[src/rtl/cov_collect_ctrl_if.sv]
`default_nettype none
// +----------------------------------------------------------------------------+
// | Module   : cov_collect_ctrl_if                                             |
// | Purpose  : Bundles the command, source-scan and result signals of the      |
// |            coverage collection controller.                                 |
// | Ports    : none (signal bundle only)                                       |
// |   cmd_*  : command request from the command master (START/STOP/SCAN/CLEAR) |
// |   cov_*  : global enable and clear pulse broadcast to all sources          |
// |   src_*  : time-multiplexed read port into the instrumented module array   |
// |   res_*  : scan result handshake back to the command master                |
// |   busy   : controller is not idle                                          |
// | Modports : slave = controller side, master = command master / source side |
// | Revision : 1.0  initial release                                            |
// +----------------------------------------------------------------------------+
interface cov_collect_ctrl_if #(
  parameter int NUM_SRC = 4,
  parameter int PT_W    = 16,
  parameter int CNT_W   = 16
);
  localparam int SW = (NUM_SRC > 1) ? $clog2(NUM_SRC) : 1;
  localparam int NW = $clog2(PT_W + 1);

  logic             cmd_valid;
  logic [1:0]       cmd_op;
  logic             cmd_ready;
  logic             cov_en;
  logic             cov_clr;
  logic [SW-1:0]    src_sel;
  logic [PT_W-1:0]  src_hit;
  logic [NW-1:0]    src_npts;
  logic             res_valid;
  logic             res_ready;
  logic [CNT_W-1:0] res_hit;
  logic [CNT_W-1:0] res_total;
  logic             busy;

  modport slave (
    input  cmd_valid, cmd_op, src_hit, src_npts, res_ready,
    output cmd_ready, cov_en, cov_clr, src_sel, res_valid, res_hit, res_total, busy
  );

  modport master (
    output cmd_valid, cmd_op, src_hit, src_npts, res_ready,
    input  cmd_ready, cov_en, cov_clr, src_sel, res_valid, res_hit, res_total, busy
  );
endinterface
`default_nettype wire

[src/rtl/cov_collect_ctrl.sv]
`default_nettype none
// +----------------------------------------------------------------------------+
// | Module   : cov_collect_ctrl                                                |
// | Purpose  : Coverage collection sequencer. Owns the global coverage enable  |
// |            and clear, and scans every source's hit bitmap over a shared    |
// |            read port to produce covered / implemented point totals.        |
// | Ports    : clock, reset (synchronous, active-high)                         |
// |            bus (slave modport of cov_collect_ctrl_if):                     |
// |              cmd_valid/cmd_op/cmd_ready  command handshake                 |
// |              cov_en/cov_clr              broadcast to all sources          |
// |              src_sel/src_hit/src_npts    source read port (1-cycle lat.)   |
// |              res_valid/res_ready/res_hit/res_total  result handshake       |
// |              busy                        controller not idle               |
// | Revision : 1.0  initial release                                            |
// +----------------------------------------------------------------------------+
module cov_collect_ctrl #(
  parameter int NUM_SRC = 4,
  parameter int PT_W    = 16,
  parameter int CNT_W   = 16
) (
  input  logic                clock,
  input  logic                reset,
  cov_collect_ctrl_if.slave   bus
);
  localparam int SW    = (NUM_SRC > 1) ? $clog2(NUM_SRC) : 1;
  localparam int NW    = $clog2(PT_W + 1);
  localparam int SUM_W = ((CNT_W > NW) ? CNT_W : NW) + 1;

  localparam logic [SW-1:0] LAST_SEL = SW'(NUM_SRC - 1);
  localparam logic [NW-1:0] PT_MAX   = NW'(PT_W);

  localparam logic [1:0] OP_START = 2'd0;
  localparam logic [1:0] OP_STOP  = 2'd1;
  localparam logic [1:0] OP_SCAN  = 2'd2;
  localparam logic [1:0] OP_CLEAR = 2'd3;

  typedef enum logic [2:0] {
    ST_IDLE   = 3'd0,
    ST_SCAN   = 3'd1,
    ST_DRAIN  = 3'd2,
    ST_RESULT = 3'd3,
    ST_CLEAR  = 3'd4
  } state_t;

  state_t           state_q, state_d;
  logic             en_q, en_d;
  logic [SW-1:0]    sel_q, sel_d;
  logic [CNT_W-1:0] hit_q, hit_d;
  logic [CNT_W-1:0] tot_q, tot_d;

  logic [NW-1:0]    npts_clamp;
  logic [NW-1:0]    pop;
  logic             sample;
  logic             cmd_fire;

  function automatic logic [CNT_W-1:0] sat_add(input logic [CNT_W-1:0] a,
                                               input logic [NW-1:0]    b);
    logic [SUM_W-1:0] s;
    s = SUM_W'(a) + SUM_W'(b);
    if (s[SUM_W-1:CNT_W] != '0) return '1;
    return s[CNT_W-1:0];
  endfunction

  // Count only the hit bits below the (clamped) implemented-point count.
  always_comb begin
    npts_clamp = (bus.src_npts > PT_MAX) ? PT_MAX : bus.src_npts;
    pop        = '0;
    for (int i = 0; i < PT_W; i++) begin
      if (bus.src_hit[i] && (NW'(i) < npts_clamp)) pop = pop + NW'(1);
    end
  end

  assign cmd_fire = bus.cmd_valid && bus.cmd_ready;

  // Read data lags src_sel by one cycle: the first SCAN cycle only issues the
  // select, every later SCAN cycle and the DRAIN cycle consume a source.
  assign sample = ((state_q == ST_SCAN) && (sel_q != '0)) || (state_q == ST_DRAIN);

  always_comb begin
    state_d = state_q;
    en_d    = en_q;
    sel_d   = sel_q;
    hit_d   = hit_q;
    tot_d   = tot_q;

    if (sample) begin
      hit_d = sat_add(hit_q, pop);
      tot_d = sat_add(tot_q, npts_clamp);
    end

    case (state_q)
      ST_IDLE: begin
        if (cmd_fire) begin
          case (bus.cmd_op)
            OP_START: en_d = 1'b1;
            OP_STOP:  en_d = 1'b0;
            OP_SCAN: begin
              hit_d   = '0;
              tot_d   = '0;
              sel_d   = '0;
              state_d = ST_SCAN;
            end
            OP_CLEAR: state_d = ST_CLEAR;
            default:  state_d = ST_IDLE;
          endcase
        end
      end
      ST_SCAN: begin
        if (sel_q == LAST_SEL) state_d = ST_DRAIN;
        else                   sel_d   = sel_q + SW'(1);
      end
      ST_DRAIN:  state_d = ST_RESULT;
      ST_RESULT: if (bus.res_ready) state_d = ST_IDLE;
      ST_CLEAR:  state_d = ST_IDLE;
      default:   state_d = ST_IDLE;
    endcase
  end

  always_ff @(posedge clock) begin
    if (reset) begin
      state_q <= ST_IDLE;
      en_q    <= 1'b0;
      sel_q   <= '0;
      hit_q   <= '0;
      tot_q   <= '0;
    end else begin
      state_q <= state_d;
      en_q    <= en_d;
      sel_q   <= sel_d;
      hit_q   <= hit_d;
      tot_q   <= tot_d;
    end
  end

  // Enable is frozen while scanning or clearing so the snapshot is coherent;
  // the programmed enable in en_q is untouched and reappears afterwards.
  assign bus.cov_en    = en_q && !((state_q == ST_SCAN) || (state_q == ST_DRAIN) ||
                                   (state_q == ST_CLEAR));
  assign bus.cov_clr   = (state_q == ST_CLEAR);
  assign bus.cmd_ready = (state_q == ST_IDLE) && !reset;
  assign bus.src_sel   = sel_q;
  assign bus.res_valid = (state_q == ST_RESULT);
  assign bus.res_hit   = hit_q;
  assign bus.res_total = tot_q;
  assign bus.busy      = (state_q != ST_IDLE);

endmodule
`default_nettype wire

[src/flat_wrapper.sv]
// flat-port wrapper written by rule: the top's interface ports become plain ports
module cov_collect_ctrl_flat 
#(
  parameter int NUM_SRC = 4,
  parameter int PT_W    = 16,
  parameter int CNT_W   = 16
)
  (clock, reset, bus_cmd_valid, bus_cmd_op, bus_src_hit, bus_src_npts, bus_res_ready, bus_cmd_ready, bus_cov_en, bus_cov_clr, bus_src_sel, bus_res_valid, bus_res_hit, bus_res_total, bus_busy);
  cov_collect_ctrl_if #(.NUM_SRC(NUM_SRC), .PT_W(PT_W), .CNT_W(CNT_W)) bus_i ();
  input  logic clock;
  input  logic reset;
  input wire logic [$bits(bus_i.cmd_valid)-1:0] bus_cmd_valid;
  input wire logic [$bits(bus_i.cmd_op)-1:0] bus_cmd_op;
  input wire logic [$bits(bus_i.src_hit)-1:0] bus_src_hit;
  input wire logic [$bits(bus_i.src_npts)-1:0] bus_src_npts;
  input wire logic [$bits(bus_i.res_ready)-1:0] bus_res_ready;
  output wire logic [$bits(bus_i.cmd_ready)-1:0] bus_cmd_ready;
  output wire logic [$bits(bus_i.cov_en)-1:0] bus_cov_en;
  output wire logic [$bits(bus_i.cov_clr)-1:0] bus_cov_clr;
  output wire logic [$bits(bus_i.src_sel)-1:0] bus_src_sel;
  output wire logic [$bits(bus_i.res_valid)-1:0] bus_res_valid;
  output wire logic [$bits(bus_i.res_hit)-1:0] bus_res_hit;
  output wire logic [$bits(bus_i.res_total)-1:0] bus_res_total;
  output wire logic [$bits(bus_i.busy)-1:0] bus_busy;
  assign bus_i.cmd_valid = bus_cmd_valid;
  assign bus_i.cmd_op = bus_cmd_op;
  assign bus_i.src_hit = bus_src_hit;
  assign bus_i.src_npts = bus_src_npts;
  assign bus_i.res_ready = bus_res_ready;
  assign bus_cmd_ready = bus_i.cmd_ready;
  assign bus_cov_en = bus_i.cov_en;
  assign bus_cov_clr = bus_i.cov_clr;
  assign bus_src_sel = bus_i.src_sel;
  assign bus_res_valid = bus_i.res_valid;
  assign bus_res_hit = bus_i.res_hit;
  assign bus_res_total = bus_i.res_total;
  assign bus_busy = bus_i.busy;
  cov_collect_ctrl #(.NUM_SRC(NUM_SRC), .PT_W(PT_W), .CNT_W(CNT_W)) u_core (.clock(clock), .reset(reset), .bus(bus_i));
endmodule
[config.mk]
export PLATFORM = sky130hd
export DESIGN_NAME = cov_collect_ctrl_flat
export DESIGN_NICKNAME = d
export VERILOG_FILES = /design/src/rtl/cov_collect_ctrl_if.sv /design/src/rtl/cov_collect_ctrl.sv /design/src/flat_wrapper.sv
export SDC_FILE = /design/constraint.sdc
export NUM_CORES = 1
export LEC_CHECK = 0
export ABC_AREA = 1
export ABC_CLOCK_PERIOD_IN_PS = 15900
export BUFFER_PORTS_ARGS = -buffer_cell sky130_fd_sc_hd__buf_2
export CAP_MARGIN = 20
export CORE_MARGIN = 10
export CORE_UTILIZATION = 60
export DETAILED_ROUTE_END_ITERATION = 16
export PLACE_DENSITY = 0.93
export SLEW_MARGIN = 40
export SYNTH_ARGS = -nofsm -noshare
export SYNTH_HDL_FRONTEND = slang
export SYNTH_SLANG_ARGS = --single-unit
[constraint.sdc]
create_clock -name clock -period 15.9 [get_ports clock]
set_clock_uncertainty 0.1 [all_clocks]
set_input_delay 2.385 -clock clock [delete_from_list [all_inputs] [get_ports clock]]
set_output_delay 2.385 -clock clock [all_outputs]
set_load 0.005 [all_outputs]
**Word-level counts from Yosys, hierarchy flattened**

Index checks and enable logic that the tools add are counted.

- Add/sub/neg operators: 18
- Magnitude comparators: 17
- Equality and inequality tests: 14
- Mux-type cells: 43
- Reductions and logical operators: 34

Operators with widths:

| cell | count |
|---|---|
| 16-bit two-way mux | 12 |
| 5-bit two-way mux | 16 |
| 5-bit by 1-bit adder with 5-bit output, second input constant | 14 |
| 4-bit by 5-bit less-than comparator with 1-bit output, first input constant | 8 |
| 16-bit by 5-bit adder with 17-bit output | 2 |
| 1-bit logical AND | 20 |
| 3-bit by 5-bit less-than comparator with 1-bit output, first input constant | 4 |
| 3-bit one-hot mux with 4 select lines | 1 |
| 1-bit by 5-bit less-than comparator with 1-bit output, first input constant | 2 |
| 2-bit by 5-bit less-than comparator with 1-bit output, first input constant | 2 |
| 3-bit two-way mux | 3 |
| 4-bit AND reduction | 2 |
| 2-bit == test, second input constant | 3 |
| 3-bit by 2-bit == test with 1-bit output, second input constant | 2 |
| 2-bit two-way mux | 3 |
| 2-bit != test, second input constant | 3 |
| 3-bit one-hot mux with 2 select lines | 1 |
| 2-bit nonzero test | 3 |
| 5-bit > comparator, second input constant | 1 |
| 1-bit two-way mux | 5 |
| 2-bit by 1-bit != test with 1-bit output, second input constant | 2 |
| 2-bit one-hot mux with 2 select lines | 1 |
| 3-bit by 1-bit == test with 1-bit output, second input constant | 1 |
| 3-bit == test, second input constant | 1 |
| other kinds (11) | 14 |

- Bits in registers: 38
- Bits of input ports: 27
- Output and inout bits: 39
- Word-level logic and storage cells: 131

**Depth between registers and ports, before layout**

Gate-level depths: netlist of run 1.

- Depth after elaboration: 43
- Mapped depth: 67
- Depth with buffers taken out: 67

**Worst setup path after synthesis of run 1**

OpenSTA, ideal clock, no wires.

- Kind: input to register
- From: input bus_src_npts[0]
- To: register u_core.hit_q[15] (netlist: u_core.bus.res_hit[15])
- Setup time: 128 ps
- Data arrival time: 10343 ps
- Required time: 15672 ps
- Setup slack: 5330 ps
- Stages on the path: 63
- Path buffers: 0
- Cells stage by stage: nor2_1 -> nand2_1 -> o21ai_1 -> inv_1 -> ha_1 -> inv_1 -> nand2_4 -> nand2_2 -> inv_1 -> ha_1 -> nor2_1 -> inv_1 -> nand2_1 -> inv_1 -> ha_1 -> nand2_1 -> nand2_1 -> xor2_1 -> [... 27 more ...] -> nor2_1 -> inv_1 -> nand2_1 -> inv_1 -> ha_1 -> nand3_1 -> nand2_1 -> a21oi_1 -> nor2_1 -> o21ai_0 -> nor2_1 -> inv_1 -> nor3_1 -> nand2_1 -> nor2_1 -> o21ai_0 -> a21oi_1 -> nor2_1

- Longest elaborated chain between the ends: 43
- Elaborated cells between the ends (all ways): 73
- Those cells by class: 16 x add/sub; 17 x order compare; 24 x mux; 16 x reduce/logical

Ends and longest elaborated chain:

| element | line | text |
|---|---|---|
| start, declared | flat_wrapper.sv:15 | `input wire logic [$bits(bus_i.src_npts)-1:0] bus_src_npts;` |
| 5-bit > comparator | cov_collect_ctrl.sv:66 | `npts_clamp = (bus.src_npts > PT_MAX) ? PT_MAX : bus.src_npts;` |
| 5-bit two-way mux (*) | cov_collect_ctrl.sv:66 |  |
| 1-bit by 5-bit less-than comparator with 1-bit output | cov_collect_ctrl.sv:69 | `if (bus.src_hit[i] && (NW'(i) < npts_clamp)) pop = pop + NW'(1);` |
| 1-bit logical AND | cov_collect_ctrl.sv:69 |  |
| 1-bit two-way mux | cov_collect_ctrl.sv:69 |  |
| 1-bit by 1-bit adder with 2-bit output | cov_collect_ctrl.sv:69 |  |
| 5-bit two-way mux | cov_collect_ctrl.sv:69 |  |
| 5-bit by 1-bit adder with 5-bit output | cov_collect_ctrl.sv:69 |  |
| [... 27 more ...] | - |  |
| 16-bit by 5-bit adder with 17-bit output (*) | cov_collect_ctrl.sv:59 | `s = SUM_W'(a) + SUM_W'(b);` |
| 1-bit two-way mux | cov_collect_ctrl.sv:60 | `if (s[SUM_W-1:CNT_W] != '0) return '1;` |
| 1-bit two-way mux | cov_collect_ctrl.sv:86 | `if (sample) begin` |
| 16-bit two-way mux (*) | cov_collect_ctrl.sv:61 | `return s[CNT_W-1:0];` |
| 16-bit two-way mux (*) | cov_collect_ctrl.sv:86 |  |
| 16-bit two-way mux | cov_collect_ctrl.sv:94 | `case (bus.cmd_op)` |
| 16-bit two-way mux | cov_collect_ctrl.sv:93 | `if (cmd_fire) begin` |
| 16-bit two-way mux (*) | cov_collect_ctrl.sv:91 | `case (state_q)` |
| end signal, assigned | cov_collect_ctrl.sv:130 | `hit_q <= hit_d;` |
| end, declared | cov_collect_ctrl.sv:48 | `logic [CNT_W-1:0] hit_q, hit_d;` |

Mark *: on every way between the ends. The rest lies on a longest branch, timed or not. The select of a mux whose other input is x is not followed.
A chain may end at the register's enable or synchronous reset.

**Final worst setup path of run 1**

Ends and elaborated chain as after synthesis.

==> key figures, run 1 <==
Run status
  • Outcome: finished clean

Synth
  • Ys async rst share: 0%
  • Synth warn: 0
  • Synthesized flop and latch total: 38
  • Sequential fraction of the synthesis area: 17.6%
  • Post-Syn Area per Cell: 5.93 µm²
  • Post-synth net total: 786
  • Syn Inst Count: 730
  • Number of synthesized flops with an enable pin: 0
  • Synth Cell Area: 4330 µm²
  • Post-synth top flop: dfxtp_1
  • Yosys cell types: 41

Global route
  • GRT Overall Usage: 19.2%
  • Number of global-route vias before repair: 4502
  • Largest net degree at the start of global routing: 22
  • First-pass GRT wire length: 18.8 mm
  • Overflow after GRT: 0
  • Antenna violations before repair: 0

STA
  • Worst Tran Pin Value: 0.580 ns
  • Max Clock Freq: 86.6 MHz
  • Final setup violation count: 0
  • TNS Setup: 0 ns
  • Final Hold Fails: 0
  • Max-slew violations: 0
  • Final period util: 72.6%
  • Unrepaired setup endpoints after global routing: no
  • Min Tclk post-route: 11.55 ns
  • Slew HR: 61.3%

Die
  • Initial Util: 62.7%
  • Core ar.: 6910 µm²
  • Io pins: 66
  • Row Count: 30
  • Die Span Y: 105 µm
  • Die Width: 105 µm
  • Die ar.: 11000 µm²

Clocking
  • Root buf cell: clkbuf_8
  • Hold Buf Count CTS: 0
  • Clk buf depth: 2
  • Sink Count: 38
  • Clock latency on the worst-skew pair: 0.29 ns
  • Clk slew on worst S/H paths: 0.08 ns
  • Post-CTS setup buffers: 0
  • H-Tree Depth: 2
  • TritonCTS buffer count: 5
  • Cts repair resizes: 0
  • CTS tree: done

Finish
  • Final cell count without fillers: 894
  • Layout area overhead: 11.8%
  • Multi-input logic area: 3040 µm²
  • Post-route cell area: 4840 µm²
  • Final net count: 854
  • Storage element area: 761 µm²
  • Layout cells sized above 1: 18.0%
  • FILL cells: 618
  • Final core occ: 70.1%
  • # diodes: 0

Setup path
  • Critical Path AT: 11.68 ns
  • Kind of critical path: in2reg
  • Worst Setup Start Kind: primary input
  • Critical Path RT: 16.03 ns
  • Largest fanout on the critical path: 5
  • Flop2flop setup slack: 13.14 ns
  • Worst path max stage delay: 0.42 ns
  • Slowest CP cell: o21ai_0
  • Worst Setup End Kind: flop
  • Most used cell along the critical path: nand2_1

Placed design
  • Placer Congestion: 0.884
  • Buffers on Ports: 65
  • Cell Area, Placed: 4770 µm²
  • Placed cell count: 887
  • Hpwl dp: 9.09 mm

Drt
  • Wire length per cell: 12.1 µm
  • DR pass1 iterations: 6
  • Via count: 4673
  • DRC: 0
  • Antenna-violating nets left: 0
  • Vias per inst: 5.23
  • DRT Wirelength: 10.8 mm
  • Iter 0 DRT Violations: 173

Power
  • Maximum VDD drop: 0.0398 mV
  • Pwr Density: 80.0 nW/µm²
  • Lkg Pwr: 2.73 nW
  • Power, Total: 0.388 mW

Run
  • Max cap viols: 0

Worst hold path
  • Hold WC Path Type: reg2reg
kinds of logic after synthesis:
family | Yosys count | synth area share (%)
buffers and inverters | 142 | 12.3
AND/OR/NAND/NOR | 400 | 44.8
AO/OA/AOI/OAI | 100 | 12.4
flip-flops | 38 | 17.6
XOR/XNOR | 21 | 4.25
adder cells (fa/ha/maj) | 29 | 8.72
report_power, final:
group	total (mW)	switching, mW	internal [mW]
clock	0.0634	0.0332	0.0302
combinational	0.219	0.139	0.0801
sequential	0.105	0.00461	0.100
flip-flops by register name, summed over array words and instances (netlist names):
signal	count
u_core.state_q	3
u_core.bus.res_total	16
u_core.bus.res_hit	16
u_core.bus.src_sel	2
u_core.en_q	1
cells in the mapped netlist (all sizes together) (5+ instances only):
master | number | share of area (%)
nor3 | 13 | 1.5
nand3 | 78 | 11
xnor2 | 9 | 1.8
nand2 | 205 | 21
nand3b | 6 | 1.0
inv | 136 | 12
o21ai | 49 | 5.7
or2 | 8 | 1.2
nor2 | 79 | 7.4
xor2 | 12 | 2.4
a21oi | 41 | 4.9
dfxtp | 38 | 18
ha | 27 | 7.8
nand4 | 5 | 0.72
per-stage QoR:
step                      setup WS (ns)  hold slack (ns)
after floorplan                    5.33            0.379
final                              4.35            0.419
after global routing               3.32            0.455
after CTS                          4.42            0.418
after detailed placement           4.16            0.406
after global placement             4.60            0.387
cell type report:
cell class	count	share of cell area, %
inverter	137	10.6
multi-input combinational	550	62.7
sequential	38	15.7
tap	96	2.48
timing repair buffer	66	6.87
clock buffer	7	1.58
final timing paths:
kind	start	to	depth (start not counted)
worst max-delay path	bus_src_npts[0]	u_core.bus.res_hit[15]	64
worst min register to register	u_core.bus.src_sel[1]	u_core.bus.src_sel[1]	2
worst min-delay path	u_core.bus.src_sel[1]	u_core.bus.src_sel[1]	2
worst max register to register	u_core.state_q[0]	u_core.bus.res_total[13]	14
routing by layer:
layer / global-route usage (%) / up-vias / share of wire [%]
met5: 0 / - / 0
met4: 7.75 / 0 / 2.5
met3: 3.13 / 23 / 4.3
met2: 34.1 / 128 / 49
met1: 22.3 / 2073 / 44
li1: - / 2449 / -
critical path, delay by kind of cell:
family,cells,cell delay (ns)
compound gates,16,2.64
xor+xnor,3,0.44
fa+ha+maj,10,2.81
buf+inv,9,0.71
simple gates,26,2.68
layout by cell type (no fill, tap or decap), drive strengths merged, types with 2 or more instances in the layout:
master	synthesis	routed
a211oi	2	2
a21oi	41	41
a31oi	2	2
buf	1	66
clkbuf	4	7
dfxtp	38	38
fa	2	2
ha	27	27
inv	136	136
nand2	205	205
nand3	78	78
nand3b	6	6
nand4	5	5
nor2	79	79
nor3	13	13
nor4	2	2
o21ai	49	49
o21bai	2	2
or2	8	8
xnor2	9	9
xor2	12	12
No activity file was read; power rests on OpenSTA's default activity.
==> run 2: changes to the inputs <==
Settings changed: ABC_CLOCK_PERIOD_IN_PS 15900 to 11100, CORE_UTILIZATION 60 to 59, PLACE_DENSITY 0.93 to 0.91.
Clock period 15.9 ns to 11.1 ns, I/O delays scaled along.
==> run 2 against run 1 <==
Net effect:
- first-iteration DRC count grew 20%
- sequential power increased by 43%
- flip-flop and latch count did not move
- setup slack worse by 3.6 ns
- hold slack worse by 0.0070 ns
- non-clock buffer count increased by 5
==> key figures, run 2 (synthesized netlist as in run 1, its figures left out) <==
STA
  • Worst Tran Pin Value: 0.631 ns
  • Final setup violation count: 0
  • Final Hold Fails: 0
  • Max Clock Freq: 96.8 MHz
  • TNS Setup: 0 ns
  • Final period util: 93.1%
  • Fin Hold WS: 0.412 ns
  • Slew HR: 57.9%
  • Min Tclk post-route: 10.34 ns
  • Max-slew violations: 0

Global route
  • Gr busiest metal: met2
  • First-pass GRT wire length: 18.6 mm
  • Met3 Resource Use GR: 3.96%
  • Antenna violations before repair: 0
  • GRT Overall Usage: 18.9%
  • Overflow after GRT: 0
  • Number of global-route vias before repair: 4381
  • Met2 Track Usage GR: 32.4%
  • Largest net degree at the start of global routing: 22
  • GRT met1 Usage: 22.9%

Power
  • Pwr Density: 119 nW/µm²
  • Maximum VDD drop: 0.0569 mV
  • Power, Total: 0.593 mW
  • Lkg Pwr: 2.78 nW

Clocking
  • Clock latency on the worst-skew pair: 0.30 ns
  • Hold Buf Count CTS: 0
  • Root buf cell: clkbuf_8
  • Clk buf depth: 2
  • H-Tree Depth: 2
  • Clk slew on worst S/H paths: 0.07 ns
  • TritonCTS buffer count: 5
  • Sink Count: 38
  • CTS tree: done

Setup path
  • Worst path max stage delay: 0.32 ns
  • FF-to-FF path depth: 14
  • Kind of critical path: in2reg
  • Critical Path RT: 11.18 ns
  • Critical Path AT: 10.41 ns
  • Worst Setup End Kind: flop
  • Worst Setup Start Kind: primary input
  • Reg2reg end: u_core.bus.res_total[13]
  • Slowest CP cell: ha_1
  • Largest fanout on the critical path: 5
  • Flop2flop setup slack: 8.26 ns
  • Most used cell along the critical path: nand2_1
  • Worst r2r src: u_core.state_q[0]

Finish
  • Final net count: 859
  • Final core occ: 69.1%
  • Layout cells sized above 1: 20.1%
  • Post-route cell area: 4980 µm²
  • Commonest non-fill, non-tap cells in the layout: nand2_1 (170), inv_1 (128), nor2_1 (69), buf_2 (65), nand3_1 (64)
  • # diodes: 0
  • Layout area overhead: 15.0%
  • Most common cell after layout, fill and taps aside: nand2_1

Die
  • Die Span Y: 106 µm
  • Initial Util: 60.0%
  • Die ar.: 11200 µm²
  • Die Width: 106 µm
  • Row Count: 31
  • Io pins: 66
  • Core ar.: 7210 µm²

Drt
  • Iter 0 DRT Violations: 207
  • Wire length per cell: 12.2 µm
  • DRT Wirelength: 11.1 mm
  • Via count: 4721
  • Vias per inst: 5.23
  • DR pass1 iterations: 4
  • DRC: 0
  • Antenna-violating nets left: 0

Worst hold path
  • Hold WC Path Type: reg2reg
  • Hold wc startpoint: u_core.bus.src_sel[1]
  • Hold path depth: 2
  • Min-Delay Endpoint: u_core.bus.src_sel[1]

Run
  • Max cap viols: 0

Placed design
  • Placer Congestion: 0.929
  • Hpwl dp: 8.95 mm
  • Buffers on Ports: 65
  • Cell Area, Placed: 4770 µm²

Run status
  • Outcome: finished clean
## run 2: cell types whose count changed in the layout (fill, tap and decap cells not counted), moves of 2 or more
cell,change
buf_4,+5
o21ai_2,+3
nor3_1,-2
ha_4,+2
nor3_2,+2
ha_1,-2
o21ai_0,-2
nor2_4,+2
nor2_1,-3
## run 2: timing repair
item                                    4_1_cts  5_1_grt
hold endpoints to repair                      0        0
gates resized for setup                       0       16
setup buffers                                 0        5
endpoints found under the setup margin        0       16
## run 2: where the power goes
part | leakage [nW] | switching [mW] | internal, mW
registers | 0.307 | 0.00652 | 0.144
clock network | 0.0524 | 0.0481 | 0.0672
logic | 2.42 | 0.206 | 0.122
total | 2.78 | 0.260 | 0.333
## run 2: worst max-delay path, delay by kind of cell
family	cells	cell delay, ns
compound gates	14	1.76
buf+inv	9	0.78
xor+xnor	3	0.49
simple gates	27	2.96
fa+ha+maj	10	2.77
## run 2: cell type report
type                    count  area, µm²
well taps                  99        124
repair buffers             71        370
inverters                 137        514
clock buffers               7       76.3
flip-flops and latches     38        761
fillers                   631       2230
clock inverters             1       30.0
multi-input cells         550       3110
## run 2: how the worst max path moves through the flow
stage,start,end,cells after the start
2_1_floorplan,bus_src_npts[0],u_core.bus.res_hit[15],63
3_3_place_gp,bus_src_npts[0],u_core.bus.res_hit[14],63
3_5_place_dp,bus_src_npts[0],u_core.bus.res_hit[14],63
4_1_cts,bus_src_npts[0],u_core.bus.res_hit[14],63
5_1_grt,bus_src_npts[1],u_core.bus.res_hit[14],63
6_report,bus_src_npts[1],u_core.bus.res_hit[15],63
## run 2: per-stage QoR
step / cells / setup WS (ns)
2_1_floorplan: 730 / 1.25
6_report: 903 / 0.765
3_3_place_gp: 890 / 0.517
5_1_grt: 903 / -0.00212
4_1_cts: 898 / 0.304
3_5_place_dp: 890 / -0.0250
## run 2: routing by layer
metal / up-vias / share of wire [%] / wire [µm]
li1: 2467 / - / -
met1: 2129 / 45 / 4950
met2: 110 / 48 / 5360
met3: 15 / 5.2 / 576
met4: 0 / 1.6 / 176
met5: - / 0 / 0
